--- src/rtl/vga_timing_gen.sv ---
// VGA raster timing generator: cascaded h/v counters with per-axis phase FSMs
// and a registered decode stage for sync, data-enable, coordinates and strobes.
module vga_timing_gen #(
    parameter int unsigned H_ACTIVE = 640,
    parameter int unsigned H_FP     = 16,
    parameter int unsigned H_SYNC   = 96,
    parameter int unsigned H_BP     = 48,
    parameter int unsigned V_ACTIVE = 480,
    parameter int unsigned V_FP     = 10,
    parameter int unsigned V_SYNC   = 2,
    parameter int unsigned V_BP     = 33,
    parameter int unsigned H_POL    = 0,
    parameter int unsigned V_POL    = 0,
    parameter int unsigned WIDTH    = 10
) (
    input  logic             clk,
    input  logic             rst,
    input  logic             cen,
    input  logic             restart,
    output logic             hsync,
    output logic             vsync,
    output logic             de,
    output logic [WIDTH-1:0] x,
    output logic [WIDTH-1:0] y,
    output logic             line_start,
    output logic             frame_start
);

    localparam int unsigned H_TOTAL    = H_ACTIVE + H_FP + H_SYNC + H_BP;
    localparam int unsigned V_TOTAL    = V_ACTIVE + V_FP + V_SYNC + V_BP;
    localparam int unsigned H_END_ACT  = H_ACTIVE - 1;
    localparam int unsigned H_END_FP   = H_ACTIVE + H_FP - 1;
    localparam int unsigned H_END_SYNC = H_ACTIVE + H_FP + H_SYNC - 1;
    localparam int unsigned H_END_BP   = H_TOTAL - 1;
    localparam int unsigned V_END_ACT  = V_ACTIVE - 1;
    localparam int unsigned V_END_FP   = V_ACTIVE + V_FP - 1;
    localparam int unsigned V_END_SYNC = V_ACTIVE + V_FP + V_SYNC - 1;
    localparam int unsigned V_END_BP   = V_TOTAL - 1;

    localparam logic HS_ON  = 1'(H_POL);
    localparam logic HS_OFF = ~HS_ON;
    localparam logic VS_ON  = 1'(V_POL);
    localparam logic VS_OFF = ~VS_ON;

    typedef enum logic [1:0] {
        PH_ACTIVE = 2'd0,
        PH_FP     = 2'd1,
        PH_SYNC   = 2'd2,
        PH_BP     = 2'd3
    } phase_t;

    phase_t           h_phase, h_phase_nxt;
    phase_t           v_phase, v_phase_nxt;
    logic [WIDTH-1:0] h_cnt, h_cnt_nxt;
    logic [WIDTH-1:0] v_cnt, v_cnt_nxt;
    logic             h_wrap;

    // Counter/phase state; restart has priority over the pixel enable
    always_ff @(posedge clk or negedge rst) begin
        if (!rst) begin
            h_phase <= PH_ACTIVE;
            v_phase <= PH_ACTIVE;
            h_cnt   <= '0;
            v_cnt   <= '0;
        end else if (restart) begin
            h_phase <= PH_ACTIVE;
            v_phase <= PH_ACTIVE;
            h_cnt   <= '0;
            v_cnt   <= '0;
        end else if (cen) begin
            h_phase <= h_phase_nxt;
            v_phase <= v_phase_nxt;
            h_cnt   <= h_cnt_nxt;
            v_cnt   <= v_cnt_nxt;
        end
    end

    // Horizontal phase advance on the last count of each phase
    always_comb begin
        h_phase_nxt = h_phase;
        h_wrap      = (h_cnt == WIDTH'(H_END_BP));
        h_cnt_nxt   = h_wrap ? '0 : h_cnt + WIDTH'(1);
        case (h_phase)
            PH_ACTIVE: if (h_cnt == WIDTH'(H_END_ACT))  h_phase_nxt = PH_FP;
            PH_FP:     if (h_cnt == WIDTH'(H_END_FP))   h_phase_nxt = PH_SYNC;
            PH_SYNC:   if (h_cnt == WIDTH'(H_END_SYNC)) h_phase_nxt = PH_BP;
            PH_BP:     if (h_wrap)                      h_phase_nxt = PH_ACTIVE;
            default:                                    h_phase_nxt = PH_ACTIVE;
        endcase
    end

    // Vertical axis moves only on the horizontal wrap, so both wrap on one edge
    always_comb begin
        v_phase_nxt = v_phase;
        v_cnt_nxt   = v_cnt;
        if (h_wrap) begin
            v_cnt_nxt = (v_cnt == WIDTH'(V_END_BP)) ? '0 : v_cnt + WIDTH'(1);
            case (v_phase)
                PH_ACTIVE: if (v_cnt == WIDTH'(V_END_ACT))  v_phase_nxt = PH_FP;
                PH_FP:     if (v_cnt == WIDTH'(V_END_FP))   v_phase_nxt = PH_SYNC;
                PH_SYNC:   if (v_cnt == WIDTH'(V_END_SYNC)) v_phase_nxt = PH_BP;
                PH_BP:     if (v_cnt == WIDTH'(V_END_BP))   v_phase_nxt = PH_ACTIVE;
                default:                                    v_phase_nxt = PH_ACTIVE;
            endcase
        end
    end

    // Output stage: one cen behind the counters, decoded from the same snapshot
    always_ff @(posedge clk or negedge rst) begin
        if (!rst) begin
            hsync       <= HS_OFF;
            vsync       <= VS_OFF;
            de          <= 1'b0;
            x           <= '0;
            y           <= '0;
            line_start  <= 1'b0;
            frame_start <= 1'b0;
        end else if (restart) begin
            hsync       <= HS_OFF;
            vsync       <= VS_OFF;
            de          <= 1'b0;
            x           <= '0;
            y           <= '0;
            line_start  <= 1'b0;
            frame_start <= 1'b0;
        end else if (cen) begin
            hsync       <= (h_phase == PH_SYNC) ? HS_ON : HS_OFF;
            vsync       <= (v_phase == PH_SYNC) ? VS_ON : VS_OFF;
            de          <= (h_phase == PH_ACTIVE) && (v_phase == PH_ACTIVE);
            x           <= h_cnt;
            y           <= v_cnt;
            line_start  <= (h_cnt == '0);
            frame_start <= (h_cnt == '0) && (v_cnt == '0);
        end
    end

endmodule

--- config.mk ---
export PLATFORM = sky130hd
export DESIGN_NAME = vga_timing_gen
export DESIGN_NICKNAME = d
export VERILOG_FILES = /design/src/rtl/vga_timing_gen.sv
export SDC_FILE = /design/constraint.sdc
export NUM_CORES = 1
export LEC_CHECK = 0
export ABC_CLOCK_PERIOD_IN_PS = 2300
export CAP_MARGIN = 20
export CELL_PAD_IN_SITES_DETAIL_PLACEMENT = 1
export CELL_PAD_IN_SITES_GLOBAL_PLACEMENT = 2
export CORE_MARGIN = 4
export CORE_UTILIZATION = 36
export DETAILED_ROUTE_END_ITERATION = 16
export PLACE_DENSITY = 0.79
export SLEW_MARGIN = 20
export SYNTH_ARGS = -nofsm -noshare
export SYNTH_HDL_FRONTEND = slang
export SYNTH_SLANG_ARGS = --single-unit
--- constraint.sdc ---
create_clock -name clk -period 2.3 [get_ports clk]
set_input_delay 0.345 -clock clk [delete_from_list [all_inputs] [get_ports clk]]
set_output_delay 0.345 -clock clk [all_outputs]
set_load 0.05 [all_outputs]
# Word-level counts from Yosys, hierarchy flattened
# Index checks and enable logic that the tools add are counted.
# op_classes
eq_ne,22
addsub,2
reduce_logical,11
n_mux,38
# op_table
operator,count
$mux W10,11
$eq A10 B10 Y1 const B,5
$eq A10 B9 Y1 const B,3
$mux W2,13
$ne A3 B3 Y1 const B,8
$add A10 B1 Y10 const B,2
$logic_not A10 Y1,2
$pmux W2 S4,2
$mux W1,12
$eq A2 B2 Y1 const B,4
$reduce_and A6 Y1,1
$reduce_and A5 Y1,1
$eq A2 B1 Y1 const B,2
$logic_not A2 Y1,2
$reduce_bool A2 Y1,2
$logic_and A1 B1 Y1,2
$reduce_and A2 Y1,1
# word_totals
register_bits,49
in_bits,4
out_inout_bits,25

# Longest topological paths before layout
# depth
ltp_word,6
ltp_mapped,7
depth_no_buf,7

# Worst setup path after synthesis
# OpenSTA, ideal clock, no wires.
# synth_path
path_kind,reg-to-reg
startpoint,register h_cnt[0]
endpoint,register v_phase[0]
required_time_ps,2164
slack_ps,340
setup_time_ps,136
arrival_time_ps,1824
path_stages_with_launch,7
path_buffers,0
path_cell_list,dfrtp_1 -> ha_1 -> nand4_2 -> or3_4 -> or4_4 -> o21ai_1 -> a21oi_1
# synth_via
elab_chain_len,3
# synth_rtl
item,line,text
"start, declared",54,"logic [WIDTH-1:0] h_cnt, h_cnt_nxt;"
"start signal, assigned",73,h_cnt <= h_cnt_nxt;
$eq A10 B10 Y1,81,h_wrap = (h_cnt == WIDTH'(H_END_BP));
$reduce_bool A2 Y1 (no line),n/a,
$reduce_and A6 Y1 (no line),n/a,
"end signal, assigned",72,v_phase <= v_phase_nxt;
"end, declared",53,"phase_t v_phase, v_phase_nxt;"
# No other way between the ends.
# A chain may end at the register's enable or synchronous reset.

# Final worst setup path
# layout_path
startpoint,register h_cnt[0]
endpoint,register v_phase[1]
# Same word-level chain as after synthesis.

==> results.yml <==
die:
  die_area_mm2: 0.008745
  dieHeight_um: 93.52
  io_pins: 29
  start_util_pct: 37.91
  die_w_um: 93.52
  core_area_mm2: 0.006944
  core.rowCount: 30
place:
  dpl-instance-area_mm2: 0.003099
  gp_congestion: 0.7488
  numPortBuffers: 28
  dp_cells: 400
  dpl.hpwl_um: 4740
cells_and_area:
  diodes: 0
  nFillCells: 782
  utilization_pct: 46.02
  multiInputGateArea_mm2: 0.001290
  nets: 328
  fin_cells: 407
  drive_above_1_share_pct: 12.54
  regArea_mm2: 0.001229
  design_area_mm2: 0.003196
  syn2layout_area_growth_pct: 21.39
sta:
  final_hold_viol_count: 0
  max_slew_margin_pct: 52.10
  rsz0062_at_grt: "false"
  finClkSkew_ns: 0.004468
  tightest_slew_ns: 0.7185
  finalCriticalPeriod_ns: 2.075
  slew_viol_final: 0
  period_share_pct: 90.22
  finalSetupViolCount: 0
  fin_setup_tns_ns: 0
  fmax_mhz: 481.9
logic_synthesis:
  synth_async_sr_flop_share_pct: 100.0
  ys.flop_type: "dfrtp_1"
  synth.avg_cell_area_um2: 9.786
  ys_types: 44
  ys_ff_latch: 49
  ys_warn_count: 0
  synth_top_area_share_pct: 44.68
  synth_cells: 269
  yosysTopAreaCell: "dfrtp_1"
  syn_nets: 286
  yosys-top-cells-area: "dfrtp_1, mux2i_1, ha_1"
  synth_edf_count: 0
  netlist_area_mm2: 0.002633
  ys_seq_area_share_pct: 46.67
pwr:
  power.leakage_nw: 1.434
  ir_worst_vdd_v: 0.0002872
  p_per_area_mw_per_mm2: 513.3
worst_setup_path:
  cp_max_fo: 5
  worstPathArrival_ns: 2.27
  crit_path_end_kind: "flip-flop"
  crit_required_ns: 2.49
  worstSetupPathType: "flip-flop to flip-flop"
  worstSetupStartpointType: "flip-flop"
route:
  via_per_inst: 5.101
  dr.first_iter.drc_count: 84
  drc: 0
  drtAntennaViolNets: 0
  dr_total_vias: 2076
  first_pass_iters: 4
  wirelength_um: 6461
  wire_per_inst_um: 15.87
cts:
  cts_buffers: 5
  clock_latency_ns: 0.30
  clock_sinks: 49
  root_buffer: "clkbuf_8"
  htreeDepth: 2
  cts_tree: "done"
  path_clk_slew_ns: 0.09
  cts.path.max_buffers: 2
global_routing:
  gr-usage-all-layers_pct: 16.28
  antenna_found_initial: 0
  grt_max_degree: 31
  overflow: 0
  grt_pass1_vias: 2248
  grt_pass1_wl_um: 11250
run:
  maxCapViolCount: 0
hold_path:
  hold_class: "input port to asynchronous set/reset pin"
run_status:
  status: "complete, no violations"
## stage by stage
step	hold slack, ns	setup slack [ns]	total power, mW
2_1_floorplan	0.04941	0.3400	1.037
3_3_place_gp	0.4328	0.1026	1.121
3_5_place_dp	0.4397	0.07210	1.125
4_1_cts	0.1100	0.1952	1.662
5_1_grt	0.1455	0.1021	1.726
6_report	0.08743	0.2250	1.640
## final timing paths
path                                              from  slack [ns]  cells past startpoint                      to
max in group asynchronous                          rst        1.57                      2        y[3]$_DFFE_PN0P_
worst max-delay path              h_cnt[0]$_DFFE_PN0P_        0.22                      6  v_phase[1]$_DFFE_PN0P_
min in group clk                line_start$_DFFE_PN0P_        0.50                      2  line_start$_DFFE_PN0P_
worst min register to register  line_start$_DFFE_PN0P_        0.50                      2  line_start$_DFFE_PN0P_
worst min-delay path                               rst        0.09                      1    h_cnt[5]$_DFFE_PN0P_
worst max register to register    h_cnt[0]$_DFFE_PN0P_        0.22                      6  v_phase[1]$_DFFE_PN0P_
## routing by layer
metal | wire length (um) | track usage [%] | vias up
met2 | 2953 | 25.85 | 22
met1 | 3299 | 22.78 | 1048
met4 | 83 | 4.762 | 0
met5 | 0 | 0 | -
met3 | 125 | 2.655 | 5
li1 | - | - | 1001
## cell families after synthesis
kind of cell / count (synthesis) / synth area share (%)
compound gates: 31 / 7.035
xor+xnor: 11 / 3.660
fa+ha+maj: 13 / 6.179
buf+inv: 25 / 4.563
flops: 49 / 46.67
mux: 23 / 8.793
simple gates: 117 / 23.10
## final cells by class
class                      count  share of cell area, %
clock buffer                   6                  2.584
timing repair buffer          47                  13.08
clock inverter                 1                 0.2349
inverter                      13                  1.527
multi-input combinational    195                  40.37
tap                           96                  3.759
sequential                    49                  38.45
## cells in the final DEF (no fill, tap or decap), drive strengths merged, types with 4 or more instances in the layout
cell type      netlist  layout
nand2b               8       8
clkbuf               7       6
clkdlybuf4s50        0      27
buf                  5      20
nor2                41      41
nor4                 4       4
nand3               13      13
nor3                 4       4
ha                  13      13
inv                 12      12
xor2                10      10
nand2               19      19
nand4                7       7
o21ai               11      11
dfrtp               47      47
and2                 4       4
a21oi               12      12
mux2i               22      22
or3                  5       5
## cell usage after synthesis (2+ instances only)
cell and instances:
dfstp_2 2, ha_1 13, or3_1 3, buf_6 3, clkbuf_1 7, and3_1 2
a21oi_1 12, xor2_1 10, nor3b_1 2, nor3_1 4, o21ai_1 3, mux2i_1 22
nand3_1 13, nand4_1 6, o21ai_0 8, inv_1 12, dfrtp_1 47, nor4_1 4
and4_1 2, nand2_1 19, and2_1 4, nand2b_1 8, nor2_1 41, nor2b_1 2
## report_power, final
part / internal, mW / switching, mW
combinational: 0.0726 / 0.124
clock: 0.239 / 0.297
sequential: 0.881 / 0.0266
## critical path: stages (launching register included)
cell	delay [ns]
dfrtp_1	0.44
ha_1	0.22
nand4_2	0.13
or3_4	0.42
or4_4	0.55
o21ai_1	0.13
a21oi_1	0.08
## registers in the layout, summed over array words and instances, names as in the netlist
register,flops
v_phase,2
frame_start,1
x,10
v_cnt,10
line_start,1
y,10
de,1
h_cnt,10
h_phase,2
vsync,1
hsync,1
## timing repair
item | CTS | global route
setup endpoints to repair | 0 | 1
setup buffers | 0 | 0
hold buffers | 0 | 0
gates resized for setup | 0 | 1
Note: power is estimated with default switching activity, not from simulation.
